[src/rtl/alu_share_arbiter.sv]
// alu_share_arbiter
// Shares one 8-bit combinational ALU (ADD/SUB/AND/NOT) between two requesters.
// An operation is accepted on a valid/ready handshake. Its opcode and operands
// are latched and held on the ALU inputs for one execute cycle. The ALU output
// is then captured into rsp_data and returned on the granted requester's
// response handshake.
//
// Optional feature: define ARB_ROUND_ROBIN_EN for round-robin tie-breaking.
// Without it, requester 0 has fixed priority.
//
// Ports:
//   clk, rst_n                 clock, async active-low reset
//   reqN_valid/ready           request handshake, N = 0,1
//   reqN_op, reqN_a, reqN_b    opcode (00 ADD, 01 SUB, 10 AND, 11 NOT) and operands
//   rspN_valid/ready           response handshake, N = 0,1
//   rsp_data                   registered result, shared by both response channels
//   alu_inp1/alu_inp2/alu_control  driven to the ALU from the operand registers
//   alu_out                    ALU result
//   busy                       high whenever the FSM is not idle
//
// state | meaning
// ------+-----------------------------------------------------------
// IDLE  | arbitrate; accept the winning request and latch its operands
// EXEC  | ALU settles from latched operands; capture alu_out at the edge
// RESP  | rsp[gnt]_valid high; wait for rsp[gnt]_ready
module alu_share_arbiter (
  input  logic       clk,
  input  logic       rst_n,
  input  logic       req0_valid,
  output logic       req0_ready,
  input  logic [1:0] req0_op,
  input  logic [7:0] req0_a,
  input  logic [7:0] req0_b,
  input  logic       req1_valid,
  output logic       req1_ready,
  input  logic [1:0] req1_op,
  input  logic [7:0] req1_a,
  input  logic [7:0] req1_b,
  output logic       rsp0_valid,
  input  logic       rsp0_ready,
  output logic       rsp1_valid,
  input  logic       rsp1_ready,
  output logic [7:0] rsp_data,
  output logic [7:0] alu_inp1,
  output logic [7:0] alu_inp2,
  output logic [1:0] alu_control,
  input  logic [7:0] alu_out,
  output logic       busy
);

  typedef enum logic [1:0] {
    S_IDLE = 2'd0,
    S_EXEC = 2'd1,
    S_RESP = 2'd2
  } state_t;

  state_t     r_state;
  logic       r_gnt;
  logic [1:0] r_op;
  logic [7:0] r_a;
  logic [7:0] r_b;
  logic [7:0] r_rsp_data;
  logic       r_rsp0_valid;
  logic       r_rsp1_valid;
  logic       r_busy;
`ifdef ARB_ROUND_ROBIN_EN
  logic       r_last_gnt;
`endif

  logic w_idle;
  logic w_pick1;
  logic w_accept;
  logic w_rsp_done;

  // Gated with rst_n so both readies drop immediately while reset is held,
  // even if a requester keeps its valid asserted.
  assign w_idle = (r_state == S_IDLE) && rst_n;

`ifdef ARB_ROUND_ROBIN_EN
  // On a tie, requester 1 wins only if requester 0 was granted last.
  assign w_pick1 = req1_valid && (!req0_valid || !r_last_gnt);
`else
  assign w_pick1 = req1_valid && !req0_valid;
`endif

  assign req0_ready = w_idle && req0_valid && !w_pick1;
  assign req1_ready = w_idle && w_pick1;
  assign w_accept   = req0_ready || req1_ready;
  assign w_rsp_done = r_gnt ? rsp1_ready : rsp0_ready;

  always_ff @(posedge clk or negedge rst_n) begin
    if (!rst_n) begin
      r_state      <= S_IDLE;
      r_gnt        <= 1'b0;
      r_op         <= 2'b00;
      r_a          <= 8'h00;
      r_b          <= 8'h00;
      r_rsp_data   <= 8'h00;
      r_rsp0_valid <= 1'b0;
      r_rsp1_valid <= 1'b0;
      r_busy       <= 1'b0;
`ifdef ARB_ROUND_ROBIN_EN
      r_last_gnt   <= 1'b1;
`endif
    end else begin
      case (r_state)
        S_IDLE: begin
          if (w_accept) begin
            r_gnt   <= w_pick1;
            r_op    <= w_pick1 ? req1_op : req0_op;
            r_a     <= w_pick1 ? req1_a  : req0_a;
            r_b     <= w_pick1 ? req1_b  : req0_b;
            r_busy  <= 1'b1;
            r_state <= S_EXEC;
`ifdef ARB_ROUND_ROBIN_EN
            r_last_gnt <= w_pick1;
`endif
          end
        end
        S_EXEC: begin
          r_rsp_data   <= alu_out;
          r_rsp0_valid <= !r_gnt;
          r_rsp1_valid <= r_gnt;
          r_state      <= S_RESP;
        end
        S_RESP: begin
          if (w_rsp_done) begin
            r_rsp0_valid <= 1'b0;
            r_rsp1_valid <= 1'b0;
            r_busy       <= 1'b0;
            r_state      <= S_IDLE;
          end
        end
        default: begin
          r_rsp0_valid <= 1'b0;
          r_rsp1_valid <= 1'b0;
          r_busy       <= 1'b0;
          r_state      <= S_IDLE;
        end
      endcase
    end
  end

  assign rsp0_valid  = r_rsp0_valid;
  assign rsp1_valid  = r_rsp1_valid;
  assign rsp_data    = r_rsp_data;
  assign alu_inp1    = r_a;
  assign alu_inp2    = r_b;
  assign alu_control = r_op;
  assign busy        = r_busy;

endmodule

[config.mk]
export PLATFORM = sky130hd
export DESIGN_NAME = alu_share_arbiter
export DESIGN_NICKNAME = d
export VERILOG_FILES = /design/src/rtl/alu_share_arbiter.sv
export SDC_FILE = /design/constraint.sdc
export NUM_CORES = 1
export LEC_CHECK = 0
export BUFFER_PORTS_ARGS = -buffer_cell sky130_fd_sc_hd__clkbuf_2
export CAP_MARGIN = 20
export CORE_UTILIZATION = 45
export DETAILED_ROUTE_END_ITERATION = 10
export GPL_TIMING_DRIVEN = 0
export PLACE_DENSITY = 0.88
export SLEW_MARGIN = 20
export SYNTH_ARGS = -nofsm -noshare
export SYNTH_HDL_FRONTEND = slang
export SYNTH_SLANG_ARGS = --single-unit
[constraint.sdc]
create_clock -name clk -period 1.66 [get_ports clk]
set_input_delay 0.415 -clock clk [delete_from_list [all_inputs] [get_ports clk]]
set_output_delay 0.415 -clock clk [all_outputs]
set_load 0.01 [all_outputs]
==> results.yml <==
status:
  status: "finished with violations"
  violations: "setup timing"
clock_network:
  path_clk_slew_ns: 0.09
  htreeDepth: 2
  clock_latency_ns: 0.32
  cts_sinks: 32
  cts_buffers: 5
  cts_root_buf: "clkbuf_4"
  cts.path.max_buffers: 2
  cts_tree: "built"
critical_path:
  crit_type: "reg2out"
  crit_chain: "nor3b_4 -> and3b_2 -> buf_6"
  slowest_delay_ns: 0.42
  r2r_cells: 5
  worst_path_max_delay_cell: "dfrtp_1"
  critPathLaunchType: "register"
  worstPathMaxFanout: 4
  cp.arrival_ns: 1.29
  endpoint_kind: "output port"
  critPathRequiredTime_ns: 1.24
drt:
  num_vias: 1153
  via_per_inst: 4.865
  totalWireLength_um: 3390
  ant_nets: 0
  drc: 0
  firstDrtPassIters: 2
  wl_per_cell_um: 14.30
  drtIter0Drc: 13
die:
  io-pin-count: 81
  num_rows: 20
  die_h_um: 60.84
  die_x_um: 60.84
  die_area_mm2: 0.003701
  floorplan.initialDensity: 0.4902
  core_region_area_mm2: 0.003178
grt:
  grtUsageTotal: 0.2078
  grt_max_degree: 33
  overflow: 0
  grt_pass1_vias: 1182
  antenna_found_initial: 0
  grt_pass1_wl_um: 5271
sta:
  min_period_ns: 1.704
  final_hold_viol_count: 0
  timing.fmax_ghz: 0.5868
  layout_setup_ws_ns: -0.04406
  report.final.slew_viol_count: 0
  rsz0062_at_grt: "yes"
  finalCritPeriodShare: 1.027
  setup_viol: 2
  skew_ns: 0.003383
  slew_headroom: 0.6711
  whs_ns: 0.04162
  worst_pin_slew_ns: 0.4903
logic_synthesis:
  yosysWarningCount: 0
  postSynthAreaPerCell_um2: 15.73
  syn_nets: 149
  ys_ff_latch: 32
  ys_seq_area_frac: 0.5141
  yosys.area.top_type: "dfrtp_1"
  synth_area_leaders: "dfrtp_1, mux2_4, mux2_2, buf_12, mux2i_1"
  yosysUniqueCellTypes: 23
  syn_inst: 99
  syn_area_mm2: 0.001558
  yosysTopAreaCellShare: 0.5141
placed_design:
  gp_congestion: 0.6828
  portBuffers: 80
  dp_hpwl_um: 2630
cells_and_area:
  area_delta_synth_final_pct: 38.79
  layout_commonest_cell: "clkbuf_2"
  n_antenna_cell: 0
  postLayoutCoreUtil: 0.6803
  drive_gt1_frac: 0.7617
  mostFrequentLayoutCells: "clkbuf_2, dfrtp_1, mux2_2"
  fin_nets: 242
flow_run:
  cap_viol_max_count: 0
pwr:
  ir_drop_mv: 0.6801
  power_density_mw_per_mm2: 1580
  leakage_uw: 0.001134
min_path:
  hp-class: "in2async"
final cells by class:
class	instances	area, µm²
inverters	2	7.507
fillers	251	1016
well taps	44	55.05
plain buffers	4	46.29
repair buffers	87	486.7
flip-flops and latches	32	802.0
multi-input cells	60	705.7
clock buffers	8	58.81
synth_stat cells:
| cell type | instances |
|---|---|
| a211oi_1 | 1 |
| a21bo_2 | 1 |
| a21oi_1 | 1 |
| a22o_1 | 1 |
| and2_2 | 1 |
| and3b_2 | 1 |
| buf_12 | 1 |
| buf_2 | 1 |
| buf_4 | 2 |
| buf_6 | 1 |
| dfrtp_1 | 32 |
| inv_1 | 2 |
| mux2_2 | 24 |
| mux2_4 | 20 |
| mux2i_1 | 2 |
| nand2_1 | 1 |
| nand2b_1 | 1 |
| nor2_1 | 1 |
| nor2b_1 | 1 |
| nor3b_2 | 1 |
| o21a_2 | 1 |
| o22a_1 | 1 |
| o2bb2ai_1 | 1 |
cells by family (layout without fill, tap and decap cells):
family	count (synthesis)	in the layout	share of synthesized area
AO/OA/AOI/OAI	7	7	0.03695
AND/OR/NAND/NOR	7	7	0.03213
multiplexers	46	46	0.3791
buffers and inverters	7	101	0.03775
flip-flops	32	32	0.5141
metal layers:
metal | vias up | track usage | routed length, µm
met2 | 43 | 0.3972 | 1970
met1 | 561 | 0.2014 | 1197
met4 | 0 | 0.1006 | 71
li1 | 542 | - | -
met3 | 7 | 0.06183 | 150
met5 | - | 0 | 0
metrics by stage:
step	setup WS [ns]	cells	power [µW]	setup TNS [ns]	instance area [µm²]
2_1_floorplan	0.1787	99	2293	0	1558
3_3_place_gp	-0.5654	223	2803	-11.66	2013
3_5_place_dp	-0.6489	223	2910	-13.22	2013
4_1_cts	-0.06930	235	3434	-0.1304	2133
5_1_grt	-0.1377	237	3639	-0.2531	2162
6_report	-0.04406	237	3416	-0.06152	2162
critical path: cells and delay by family (launching register included):
kind	cells	cell delay (ns)
DFF	1	0.42
buffers and inverters	1	0.09
and+or+nand+nor	2	0.45
final timing paths:
path                               end  slack [ns]        start
setup reg to reg           alu_inp2[0]        0.08   r_state[1]
hold / removal             alu_inp2[2]        0.04        rst_n
max in group asynchronous   r_state[0]        1.44        rst_n
min in group clk           rsp_data[2]        0.32   alu_out[2]
hold reg to reg            alu_inp1[6]        0.51  alu_inp1[6]
setup / recovery            req1_ready       -0.04   r_state[1]
state kept, by name, summed over array words and instances (netlist names):
register,flops
alu_inp1,8
alu_inp2,8
rsp_data,8
alu_control,2
r_state,2
busy,1
r_gnt,1
rsp0_valid,1
rsp1_valid,1
report_power, final:
| part | internal [µW] | switching [µW] |
|---|---|---|
| clock network | 209 | 245 |
| logic | 887 | 650 |
| registers | 1180 | 248 |
| total | 2270 | 1140 |
repair_timing:
| action | in CTS | in global routing |
|---|---|---|
| hold buffers | 1 | 0 |
| hold endpoints to repair | 32 | 0 |
| setup endpoints to repair | 21 | 2 |
| resized for setup | 4 | 6 |
| pin swaps | 2 | 3 |
| setup buffers | 4 | 2 |
No activity file was read; power rests on OpenSTA's default activity.
